### src/rtl/alarm_ctrl_pkg.sv
// Shared definitions for the intrusion alarm controller: state codes and
// counter sizing helper, also used by the sensor-decode top and the bench.
package alarm_ctrl_pkg;

  localparam int STATE_W = 3;

  typedef enum logic [STATE_W-1:0] {
    S_DISARMED = 3'd0,
    S_EXIT     = 3'd1,
    S_ARMED    = 3'd2,
    S_ENTRY    = 3'd3,
    S_ALARM    = 3'd4
  } state_e;

  // Countdown width covering the longest phase; never narrower than one bit.
  function automatic int cnt_width(input int a, input int b, input int c);
    int m;
    m = a;
    if (b > m) m = b;
    if (c > m) m = c;
    if (m < 2) return 1;
    else return $clog2(m);
  endfunction

endpackage

### src/rtl/alarm_ctrl_sync2.sv
// Two-flop synchronizer with async active-low reset, reusable for panel inputs.
module sync2 (
  input  logic clk,
  input  logic rst_n,
  input  logic d,
  output logic q
);

  logic meta_q;
  logic sync_q;

  // Two-stage capture of the asynchronous input.
  always_ff @(posedge clk or negedge rst_n) begin
    if (!rst_n) begin
      meta_q <= 1'b0;
      sync_q <= 1'b0;
    end else begin
      meta_q <= d;
      sync_q <= meta_q;
    end
  end

  assign q = sync_q;

endmodule

### src/rtl/alarm_ctrl.sv
// Alarm sequencer: arm -> exit delay -> armed -> entry delay -> siren, with
// disarm overriding everything. Outputs are registered decodes of the state.
module alarm_ctrl
  import alarm_ctrl_pkg::*;
#(
  parameter int EXIT_CYC  = 16,
  parameter int ENTRY_CYC = 8,
  parameter int ALARM_CYC = 32
) (
  input  logic         clk,
  input  logic         rst_n,
  input  logic         arm,
  input  logic         disarm,
  input  logic         trig,
  output logic         siren,
  output logic         armed,
  output logic         pending,
  output logic [2:0]   state
);

  localparam int CNT_W = cnt_width(EXIT_CYC, ENTRY_CYC, ALARM_CYC);
  localparam logic [CNT_W-1:0] CNT_ZERO  = {CNT_W{1'b0}};
  localparam logic [CNT_W-1:0] CNT_ONE   = CNT_W'(1);
  localparam logic [CNT_W-1:0] EXIT_LD   = CNT_W'(EXIT_CYC - 1);
  localparam logic [CNT_W-1:0] ENTRY_LD  = CNT_W'(ENTRY_CYC - 1);
  localparam logic [CNT_W-1:0] ALARM_LD  = CNT_W'(ALARM_CYC - 1);

  state_e           state_q, state_d;
  logic [CNT_W-1:0] cnt_q, cnt_d;
  logic             siren_q, armed_q, pending_q;
  logic             trig_s;

  sync2 u_trig_sync (
    .clk   (clk),
    .rst_n (rst_n),
    .d     (trig),
    .q     (trig_s)
  );

  // Next-state and countdown; disarm outranks arm, expiry and trigger.
  always_comb begin
    state_d = state_q;
    cnt_d   = cnt_q;
    if (disarm && (state_q != S_DISARMED)) begin
      state_d = S_DISARMED;
      cnt_d   = CNT_ZERO;
    end else begin
      case (state_q)
        S_DISARMED: begin
          if (arm && !disarm) begin
            state_d = S_EXIT;
            cnt_d   = EXIT_LD;
          end else begin
            state_d = S_DISARMED;
          end
        end
        S_EXIT: begin
          if (cnt_q == CNT_ZERO) state_d = S_ARMED;
          else                   cnt_d   = cnt_q - CNT_ONE;
        end
        S_ARMED: begin
          if (trig_s) begin
            state_d = S_ENTRY;
            cnt_d   = ENTRY_LD;
          end else begin
            state_d = S_ARMED;
          end
        end
        S_ENTRY: begin
          if (cnt_q == CNT_ZERO) begin
            state_d = S_ALARM;
            cnt_d   = ALARM_LD;
          end else begin
            cnt_d = cnt_q - CNT_ONE;
          end
        end
        S_ALARM: begin
          if (cnt_q == CNT_ZERO) state_d = S_ARMED;
          else                   cnt_d   = cnt_q - CNT_ONE;
        end
        default: begin
          state_d = S_DISARMED;
          cnt_d   = CNT_ZERO;
        end
      endcase
    end
  end

  // State, counter and output decode registers.
  always_ff @(posedge clk or negedge rst_n) begin
    if (!rst_n) begin
      state_q   <= S_DISARMED;
      cnt_q     <= CNT_ZERO;
      siren_q   <= 1'b0;
      armed_q   <= 1'b0;
      pending_q <= 1'b0;
    end else begin
      state_q   <= state_d;
      cnt_q     <= cnt_d;
      siren_q   <= (state_d == S_ALARM);
      armed_q   <= (state_d == S_EXIT) || (state_d == S_ARMED) ||
                   (state_d == S_ENTRY) || (state_d == S_ALARM);
      pending_q <= (state_d == S_EXIT) || (state_d == S_ENTRY);
    end
  end

  assign siren   = siren_q;
  assign armed   = armed_q;
  assign pending = pending_q;
  assign state   = state_q;

endmodule

### config.mk
export PLATFORM = sky130hd
export DESIGN_NAME = alarm_ctrl
export DESIGN_NICKNAME = d
export VERILOG_FILES = /design/src/rtl/alarm_ctrl_pkg.sv /design/src/rtl/alarm_ctrl_sync2.sv /design/src/rtl/alarm_ctrl.sv
export SDC_FILE = /design/constraint.sdc
export NUM_CORES = 1
export LEC_CHECK = 0
export CAP_MARGIN = 25
export CORE_AREA = 2 2 42 44
export DETAILED_ROUTE_END_ITERATION = 7
export DIE_AREA = 0 0 44 46
export GPL_TIMING_DRIVEN = 1
export PLACE_DENSITY = 0.84
export SYNTH_ARGS = -nofsm -noshare
export SYNTH_HDL_FRONTEND = slang
export SYNTH_SLANG_ARGS = --single-unit
### constraint.sdc
create_clock -name clk -period 2.1 [get_ports clk]
set_clock_uncertainty 0.05 [all_clocks]
set_input_delay 0.21 -clock clk [delete_from_list [all_inputs] [get_ports clk]]
set_output_delay 0.21 -clock clk [all_outputs]
set_load 0.1 [all_outputs]
# Word level (Yosys, flattened, before mapping)
# Cells that the tools add are included.
dict set report totals {
  ff_bits 13
  input_bits 5
  out_inout_bits 6
}
dict set report classes {
  n_addsub 1
  eq_ne 11
  n_mux 12
  reduce_logical 12
}
# op count
set ops {}
lappend ops {{5-bit two-way mux} 5}
lappend ops {{5-bit one-hot mux with 4 select lines} 1}
lappend ops {{3-bit by 2-bit == test with 1-bit output (second input constant)} 4}
lappend ops {{3-bit one-hot mux with 4 select lines} 1}
lappend ops {{3-bit two-way mux} 3}
lappend ops {{3-bit by 1-bit == test with 1-bit output (second input constant)} 2}
lappend ops {{3-bit == test (second input constant)} 2}
lappend ops {{3-bit != test (second input constant)} 2}
lappend ops {{5-bit zero test} 1}
lappend ops {{5-bit by 1-bit subtractor with 5-bit output (second input constant)} 1}
lappend ops {{1-bit logical OR} 4}
lappend ops {{3-bit zero test} 1}
lappend ops {{3-bit by 2-bit != test with 1-bit output (second input constant)} 1}
lappend ops {{3-bit AND reduction} 1}
lappend ops {{3-bit nonzero test} 1}
lappend ops {{1-bit logical AND} 2}
lappend ops {{1-bit two-way mux} 2}
lappend ops {{2-bit OR reduction} 1}
lappend ops {{1-bit zero test} 1}

# Depth between registers and ports, before layout
# Gate-level depths: netlist (run 1).
dict set report logic_depth {
  word_depth 9
  mapped_depth 8
  ltp_nobuf 7
}

# Hierarchy
# From an unflattened synthesis (run 1), not the netlist that was laid out.
dict set report unflattened {
  hier_cells 74
  area_unflattened_um2 772.0
}
# module n_inst cells_per_inst area_each_um2
set modules_own_cells {}
lappend modules_own_cells {alarm_ctrl 1 72 721.9}
lappend modules_own_cells {sync2 1 2 50.0}

# Worst setup path before layout (run 1)
# OpenSTA, ideal clock, no wires.
dict set report synth_path {
  path_type {flip-flop to flip-flop}
  startpoint {register state_q[1] (netlist: state[1])}
  endpoint {register pending_q (netlist: pending)}
  arrival_time_ps 2010
  t_required_ps 1928
  path_slack_ps -81
  path_stages_with_launch 6
  path_buffers 2
  synth_period_minus_slack_ps 2181
  path_cell_list {dfrtp_1 > buf_4 > or2_1 > buf_6 > maj3_2 > a2111oi_1}
}
dict set report synth_via {
  elab_chain_len 6
  word_cells_on_any_way 15
  cone_classes {6 x eq/ne; 4 x mux; 5 x reduce/logical}
}
# element line
set synth_lines {}
lappend synth_lines {{start: declaration} alarm_ctrl.sv:28} ;# state_e state_q, state_d;
lappend synth_lines {{start signal: assignment} alarm_ctrl.sv:98} ;# state_q <= state_d;
lappend synth_lines {{3-bit == test or 3-bit by 1-bit == test with 1-bit output (tied branches)} alarm_ctrl.sv:48} ;# case (state_q)
lappend synth_lines {{2-bit OR reduction (no line)} n/a}
lappend synth_lines {{3-bit one-hot mux with 4 select lines} alarm_ctrl.sv:48}
lappend synth_lines {{3-bit two-way mux (*)} alarm_ctrl.sv:44} ;# if (disarm && (state_q != S_DISARMED)) begin
lappend synth_lines {{3-bit by 1-bit == test with 1-bit output or 3-bit by 2-bit == test with 1-bit output (tied branches)} alarm_ctrl.sv:103} ;# pending_q <= (state_d == S_EXIT) || (state_d == S_ENTRY);
lappend synth_lines {{1-bit logical OR (*)} alarm_ctrl.sv:103}
lappend synth_lines {{end signal: assignment} alarm_ctrl.sv:103}
lappend synth_lines {{end: declaration} alarm_ctrl.sv:30} ;# logic siren_q, armed_q, pending_q;
# Mark *: on every way between the ends. The rest lies on a longest branch, timed or not.
# A chain may end at the register's enable or synchronous reset.

# Worst setup path in the final report (run 1)
dict set report layout_path {
  startpoint {register cnt_q[0]}
  endpoint {register cnt_q[0]}
}
dict set report layout_via {
  elab_chain_len 4
  word_cells_on_any_way 8
  cone_classes {1 x add/sub; 1 x eq/ne; 4 x mux; 2 x reduce/logical}
}
# element line
set layout_lines {}
lappend layout_lines {{start: declaration} alarm_ctrl.sv:29} ;# logic [CNT_W-1:0] cnt_q, cnt_d;
lappend layout_lines {{start signal: assignment} alarm_ctrl.sv:99} ;# cnt_q <= cnt_d;
lappend layout_lines {{5-bit by 1-bit subtractor with 5-bit output or 5-bit zero test (tied branches)} n/a}
lappend layout_lines {{5-bit two-way mux (on tied branches)} {alarm_ctrl.sv:58, alarm_ctrl.sv:78, alarm_ctrl.sv:70}}
lappend layout_lines {{5-bit one-hot mux with 4 select lines} alarm_ctrl.sv:48}
lappend layout_lines {{5-bit two-way mux} alarm_ctrl.sv:44}
# Several ways; a longest one is shown, not always the timed one. The select of a mux whose other input is x is not followed.

==> results of run 1 <==
registers in the layout (all words and copies together) (netlist names):
| register | cells |
|---|---|
| armed | 1 |
| u_trig_sync.q | 1 |
| u_trig_sync.meta_q | 1 |
| cnt_q | 5 |
| pending | 1 |
| siren | 1 |
| state | 3 |
metrics by stage:
step / hold WS [ns] / total power [mW] / utilization, %
floorplan: -0.136 / 1.10 / -
global placement: 0.286 / 1.16 / 52.6
detailed placement: 0.292 / 1.18 / 52.6
CTS: 0.257 / 1.35 / 54.3
global route: 0.290 / 1.43 / 54.4
finish: 0.236 / 1.35 / 54.4
logic make-up after synthesis:
logic type	after synthesis	share of synthesized area, %
AOI/OAI and AO/OA	25	24.8
and+or+nand+nor	22	18.4
DFF	13	42.1
buffers and inverters	11	8.74
adders and majority gates	3	4.69
muxes	1	1.29
worst paths after layout:
path / startpoint / end / depth (start not counted)
max: cnt_q[0]$_DFFE_PN0P_ / cnt_q[0]$_DFFE_PN0P_ / 7
min: rst_n / armed$_DFF_PN0_ / 1
max reg2reg: cnt_q[0]$_DFFE_PN0P_ / cnt_q[0]$_DFFE_PN0P_ / 7
min reg2reg: u_trig_sync.meta_q$_DFF_PN0_ / u_trig_sync.q$_DFF_PN0_ / 0
max in group asynchronous: rst_n / state[1]$_DFF_PN0_ / 1
min in group clk: trig / u_trig_sync.meta_q$_DFF_PN0_ / 1
per-layer routing:
metal | vias up | share of wire, % | GRT usage [%]
met5 | - | 0 | 0
met4 | 0 | 3.3 | 14.5
met3 | 4 | 4.3 | 2.38
met2 | 14 | 51 | 27.9
met1 | 303 | 42 | 20.6
li1 | 297 | - | -
power groups by stage:
| stage | Sequential [mW] | Clock, mW | Combinational [mW] |
|---|---|---|---|
| 3_5_place_dp | 0.447 | 0 | 0.737 |
| 2_1_floorplan | 0.610 | 0 | 0.493 |
| 3_3_place_gp | 0.439 | 0 | 0.724 |
| 4_1_cts | 0.441 | 0.166 | 0.739 |
| 6_report | 0.443 | 0.162 | 0.743 |
| 5_1_grt | 0.455 | 0.176 | 0.795 |
cell type report:
cell class              instances  area (um2)
clock buffers                   3        22.5
flip-flops and latches         13         329
inverters                       5        18.8
well taps                      17        21.3
multi-input cells              51         382
repair buffers                 12         100
fillers                       143         736
clock inverters                 1        5.00
layout by cell type, fill, tap and decap left out, types with 4 or more instances in the layout:
cell type	count
a211oi_1	5
a21oi_1	4
buf_4	8
clkdlybuf4s50_1	4
dfrtp_1	10
inv_1	5
nor2_1	6
==> impl_metrics.toml, run 1 <==
[status]
status = "completed"

[cts]
cts_hold_buffers = 0
post_cts_buffers = 0
clk_pin_slew_ns = 0.09
cts_buffer_depth = 2
root_buffer = "clkbuf_4"
insertion_delay_ns = 0.29
clock-sinks = 13
h-tree-depth = 1
numCtsBuffers = 3
cts_tree = "done"
post_cts_resize_count = 0

[detailed_routing]
wl_per_cell_um = 14.3
vias_per_cell = 6.06
drtAntennaViolNets = 0
drc = 0
drt-pass1-iter-count = 4
routed_wl_mm = 1.45
vias = 618
drtIter0Drc = 6

[sta]
grt_setup_unrepaired = "false"
slew_violations = 0
setup_viol = 0
max_freq_mhz = 515
setup_slack_ns = 0.157
timing.slew.headroom_pct = 60.1
min_period_ns = 1.94
timing.setup.tns_ns = 0
fin_crit_sh_pct = 92.5
tightestPinTransition_ns = 0.596
hold_viol = 0

[die]
dieArea_um2 = 2020
die_w_um = 44
ios = 11
start_util_pct = 47.9
fp.dieH_um = 46
core-area_um2 = 1610
rows = 15

[pwr]
p_seq_share_pct = 32.8
clkPwrFrac_pct = 12.0
ir_drop_mv = 0.637
power_frac_comb_pct = 55.2
leakagePower_nw = 0.378
power.density_nw_per_um2 = 1530
p_sw_uw = 684
p_int_uw = 664
sw_frac_of_total_pct = 50.7

[grt]
grt_pass1_vias = 545
grt_overflow = 0
antenna_found_initial = 0
grt_max_degree = 15
grt_use_total_pct = 17.4
grt_pass1_wl_mm = 2.42

[synthesis]
synthCells = 75
synth.most_common_cell = "dfrtp_1"
synth.area.top_cells = "dfrtp_1, a211oi_1, buf_6"
synth_seq_cells = 13
synth_top_area_share_pct = 42.1
synth_common_cells = "dfrtp_1, nor2_1, a211oi_1, inv_1"
ys_types = 34
synth_seq_area_share_pct = 42.1
synth_nets = 82
synth_ff_type = "dfrtp_1"
synth_edf_count = 0
synth_area_per_cell_um2 = 10.3
syn_area_um2 = 773
post-synth-top-area-cell = "dfrtp_1"
ys_warn_count = 0
async_flop_share_pct = 100

[place]
place_inst = 98
dp_hpwl_mm = 1.04
port_buffers = 10
gp_congestion = 0.808
placed_area_um2 = 850
pre_cts_slack_ns = 0.108

[worst_setup_path]
crit_path_frequent_cell = "a21o_1"
r2r_slack_ns = 0.16
worst_setup_path_end_kind = "flop"
critPathSlowestCell = "dfrtp_1"
worstPathArrival_ns = 2.12
worst-endpoint-required_ns = 2.28
crit_type = "reg -> reg"
max_stage_delay_ns = 0.42
critical_path.cell_chain = "inv_1 > ha_1 > nor4b_2 > nand2_1 > a21o_1 > a211oi_1 > a21o_1"
cp_max_fo = 5
crit_family = "compound AO/OA/AOI/OAI gates"
crit_buf_inv = 1
startpoint_type = "flop"

[finish]
drive_gt1_share_pct = 25.9
fin_area_um2 = 878
stdcell_count = 102
area_growth_syn_to_layout_pct = 13.6
fin_nets = 93
n_antenna_cell = 0

[worst_hold_path]
hold_class = "in -> async"

[run]
max_cap_viol_count = 0
(Power assumes the default switching activity.)
==> inputs of run 2 (changes only) <==
CORE_AREA = 2 2 45 47   (was 2 2 42 44)
DIE_AREA = 0 0 47 49   (was 0 0 44 46)
PLACE_DENSITY = 0.75   (was 0.84)
SLEW_MARGIN = 30   (was not set)
==> run 2 against run 1 <==
Cell area rose by 0.57%. Critical path depth did not move. Non-clock buffer count fell by 1. Flip-flop and latch count did not move. Critical path type unchanged.
==> impl_metrics.toml, run 2 (same netlist as run 1, synthesis figures left out) <==
[status]
status = "completed"

[worst_setup_path]
critical_path.cell_chain = "inv_1 > ha_1 > nor4b_2 > nand2_1 > a21o_1 > a211oi_1 > a21o_1"
reg2reg_to = "cnt_q[1]$_DFFE_PN0P_"
critPathSlowestCell = "dfrtp_1"
crit_type = "reg -> reg"
max_stage_delay_ns = 0.41
r2r_slack_ns = 0.17
r2r_cells = 7
timing.rr.start = "cnt_q[0]$_DFFE_PN0P_"
crit_start = "cnt_q[0]$_DFFE_PN0P_"
worstPathArrival_ns = 2.09
crit_path_frequent_cell = "a21o_1"
cp_max_fo = 5
worst_setup_path_end_kind = "flop"
worst-endpoint-required_ns = 2.26
startpoint_type = "flop"

[cts]
clk_pin_slew_ns = 0.08
numCtsBuffers = 3
clock-sinks = 13
cts_tree = "done"
cts_buffer_depth = 2
h-tree-depth = 1
insertion_delay_ns = 0.27
root_buffer = "clkbuf_4"

[grt]
grt_use_total_pct = 15.3
grt_pass1_vias = 549
grt_pass1_wl_mm = 2.49
grt_overflow = 0
grt_max_degree = 15
antenna_found_initial = 0

[finish]
final_common_cell = "dfrtp_1"
stdcell_count = 111
drive_gt1_share_pct = 25.0
fin_area_um2 = 883
top_register = "cnt_q"
fin_nets = 92
largest_reg_flops = 5
final_core_util_pct = 48.0
area_growth_syn_to_layout_pct = 14.2
n_antenna_cell = 0
layout.cells.most_common_list = "dfrtp_1, buf_4, nor2_1, inv_1, a211oi_1"

[pwr]
sw_frac_of_total_pct = 50.2
power_frac_comb_pct = 55.7
clkPwrFrac_pct = 11.4
power.density_nw_per_um2 = 1500
leakagePower_nw = 0.373
p_seq_share_pct = 32.9
power_mw = 1.33
ir_drop_mv = 0.793
p_sw_uw = 668
p_int_uw = 662

[sta]
fin_crit_sh_pct = 91.8
timing.slew.headroom_pct = 62.5
grt_setup_unrepaired = "false"
tightestPinTransition_ns = 0.560
min_period_ns = 1.93
setup_slack_ns = 0.173
slew_violations = 0
holdWs_ns = 0.243
max_freq_mhz = 519
timing.setup.tns_ns = 0
setup_viol = 0
hold_viol = 0

[detailed_routing]
drc = 0
routed_wl_mm = 1.41
drtAntennaViolNets = 0
vias = 601
wl_per_cell_um = 12.7
vias_per_cell = 5.41
drtIter0Drc = 4
drt-pass1-iter-count = 4

[die]
rows = 16
dieArea_um2 = 2300
core-area_um2 = 1840
start_util_pct = 42.0
ios = 11
fp.dieH_um = 49
die_w_um = 47

[place]
placed_area_um2 = 855
pre_cts_slack_ns = 0.0923
dp_hpwl_mm = 1.08
port_buffers = 10
place_inst = 107
gp_congestion = 0.803

[run]
max_cap_viol_count = 0

[worst_hold_path]
hold_class = "in -> async"
[run 2: layout make-up]
cell class / instances / area [um2]
Timing Repair Buffer: 11 / 92.6
Clock buffer: 3 / 22.5
Tap cell: 27 / 33.8
Sequential cell: 13 / 329
Inverter: 5 / 18.8
Clock inverter: 1 / 5.00
Multi-Input combinational cell: 51 / 382
Fill cell: 187 / 958
[run 2: worst max path at each step]
stage	endpoint	slack, ns	cells past startpoint
CTS	cnt_q[1]$_DFFE_PN0P_	0.07	7
global route	cnt_q[1]$_DFFE_PN0P_	0.02	7
detailed placement	cnt_q[1]$_DFFE_PN0P_	0.09	7
floorplan	state[0]$_DFF_PN0_	0.13	5
finish	cnt_q[1]$_DFFE_PN0P_	0.17	7
global placement	cnt_q[4]$_DFFE_PN0P_	0.16	7
[run 2: layer usage]
layer | track usage, % | up-vias | part of all wire (%) | wire [um]
met5 | 0 | - | 0 | 0
met4 | 9.72 | 0 | 1.9 | 27
met3 | 2.22 | 2 | 1.6 | 22
met2 | 22.1 | 4 | 51 | 716
met1 | 20.5 | 297 | 46 | 641
li1 | - | 298 | - | -
[run 2: worst max-delay path: cells and delay by family (launching register included)]
kind	cells	cell delay, ns
and+or+nand+nor	2	0.49
DFF	1	0.41
adders and majority gates	1	0.18
AOI/OAI and AO/OA	3	0.64
buffers and inverters	1	0.09
[run 2: repair_timing]
action / 4_1_cts / 5_1_grt
setup buffers: 0 / 0
setup endpoints to repair: 0 / 5
gates resized for setup: 0 / 1
hold buffers: 0 / 0
[run 2: power groups by stage]
stage	clock network, mW	logic [mW]	registers (mW)
floorplan	0	0.493	0.610
global placement	0	0.724	0.438
detailed placement	0	0.740	0.443
CTS	0.160	0.742	0.437
global route	0.173	0.812	0.453
finish	0.152	0.740	0.438
==> inputs of run 3 (changes only) <==
clock period = 2.2 ns   (was 2.1 ns; I/O delays follow)
==> run 3 against run 2 <==
Fmax fell by 3.9%. Wire length fell by 3.2%. Critical path depth did not move. Utilization fell by 0.34 points. Register-to-register slack improved by 0.02 ns. Power fell by 5.3%. Via count fell by 3.7%. Non-clock buffer count did not move. Flip-flop and latch count did not move. First-iteration DRC count did not move. Clock power fell by 4%. Critical path type unchanged. Largest power group unchanged.
==> impl_metrics.toml, run 3 (same netlist as run 1, synthesis figures left out) <==
[status]
status = "completed"

[finish]
n_antenna_cell = 0
area_growth_syn_to_layout_pct = 13.4
fin_nets = 92
layout.cells.most_common_list = "dfrtp_1, buf_4, nor2_1, inv_1, a211oi_1"
drive_gt1_share_pct = 19.0
final_common_cell = "dfrtp_1"
largest_reg_flops = 5
top_register = "cnt_q"
fin_area_um2 = 877

[pwr]
power.density_nw_per_um2 = 1440
leakagePower_nw = 0.376
ir_drop_mv = 0.614

[worst_setup_path]
crit_start = "cnt_q[0]$_DFFE_PN0P_"
cp_max_fo = 9
startpoint_type = "flop"
worstPathArrival_ns = 2.12
worst-endpoint-required_ns = 2.31
worst_setup_path_end_kind = "flop"
crit_type = "reg -> reg"
timing.rr.start = "cnt_q[0]$_DFFE_PN0P_"

[place]
gp_congestion = 0.831
placed_area_um2 = 851
dp_hpwl_um = 966
port_buffers = 10

[die]
fp.dieH_um = 49
ios = 11
core-area_um2 = 1840
start_util_pct = 42.0
die_w_um = 47
dieArea_um2 = 2300
rows = 16

[sta]
holdWs_ns = 0.258
min_period_ns = 2.01
max_freq_mhz = 499
hold_viol = 0
timing.setup.tns_ns = 0
timing.slew.headroom_pct = 62.4
fin_crit_sh_pct = 91.1
setup_viol = 0
grt_setup_unrepaired = "false"
tightestPinTransition_ns = 0.562
slew_violations = 0

[cts]
clock-sinks = 13
h-tree-depth = 1
cts_buffer_depth = 2
post_cts_buffers = 0
insertion_delay_ns = 0.27
cts_tree = "done"
post_cts_resize_count = 0
cts_hold_buffers = 0
clk_pin_slew_ns = 0.08
root_buffer = "clkbuf_4"
numCtsBuffers = 3

[detailed_routing]
drc = 0
vias_per_cell = 5.22
drt-pass1-iter-count = 3
vias = 579
routed_wl_mm = 1.36
drtIter0Drc = 4
wl_per_cell_um = 12.3
drtAntennaViolNets = 0

[grt]
grt_pass1_vias = 515
grt_use_total_pct = 14.5
antenna_found_initial = 0
grt_pass1_wl_mm = 2.35
grt_overflow = 0
grt_max_degree = 15

[worst_hold_path]
hold_class = "in -> async"

[run]
max_cap_viol_count = 0
-- run 3: cell count changes in the layout (fill, tap and decap cells not counted) --
| cell | delta |
|---|---|
| dfrtp_1 | +3 |
| dfrtp_2 | -3 |
| a21o_1 | +1 |
| a21o_2 | -1 |
| clkbuf_1 | +1 |
| clkinv_2 | -1 |
-- run 3: layer usage --
layer  part of all wire [%]  track usage (%)
met5                      0                0
met2                     45             18.5
met1                     52             20.8
met3                    1.2             3.33
met4                    2.0             9.72
-- run 3: critical path, stage by stage, from the launching register on --
cell and delay (ns):
dfrtp_1 0.41, inv_1 0.09, ha_1 0.18, or4b_4 0.49, nor2_4 0.11, a21o_1 0.30
a21oi_1 0.07, o22a_1 0.19
-- run 3: worst paths after layout --
kind | cells past startpoint | to | slack, ns
min in group clk | 0 | u_trig_sync.q$_DFF_PN0_ | 0.31
worst min-delay path | 1 | cnt_q[4]$_DFFE_PN0P_ | 0.26
worst max register to register | 7 | cnt_q[4]$_DFFE_PN0P_ | 0.19
max in group asynchronous | 1 | u_trig_sync.q$_DFF_PN0_ | 1.48
worst min register to register | 0 | u_trig_sync.q$_DFF_PN0_ | 0.31
worst max-delay path | 7 | cnt_q[4]$_DFFE_PN0P_ | 0.19
-- run 3: cell type report --
class | count | area (um2)
clock buffer | 4 | 26.3
inverter | 5 | 18.8
multi-input combinational | 51 | 380
timing repair buffer | 11 | 92.6
sequential | 13 | 325
tap | 27 | 33.8
fill | 183 | 965
-- run 3: where the power goes --
| group | switching, mW | internal (mW) |
|---|---|---|
| logic | 0.452 | 0.245 |
| clock network | 0.0762 | 0.0701 |
| registers | 0.103 | 0.313 |
-- run 3: stage by stage --
stage / total power, mW / utilization [%] / std cells / setup slack [ns]
after floorplan: 1.05 / - / 75 / 0.0189
after global routing: 1.37 / 47.6 / 111 / 0.0814
after global placement: 1.11 / 46.2 / 107 / 0.222
final: 1.26 / 47.6 / 111 / 0.195
after detailed placement: 1.12 / 46.2 / 107 / 0.209
after CTS: 1.27 / 47.6 / 111 / 0.192
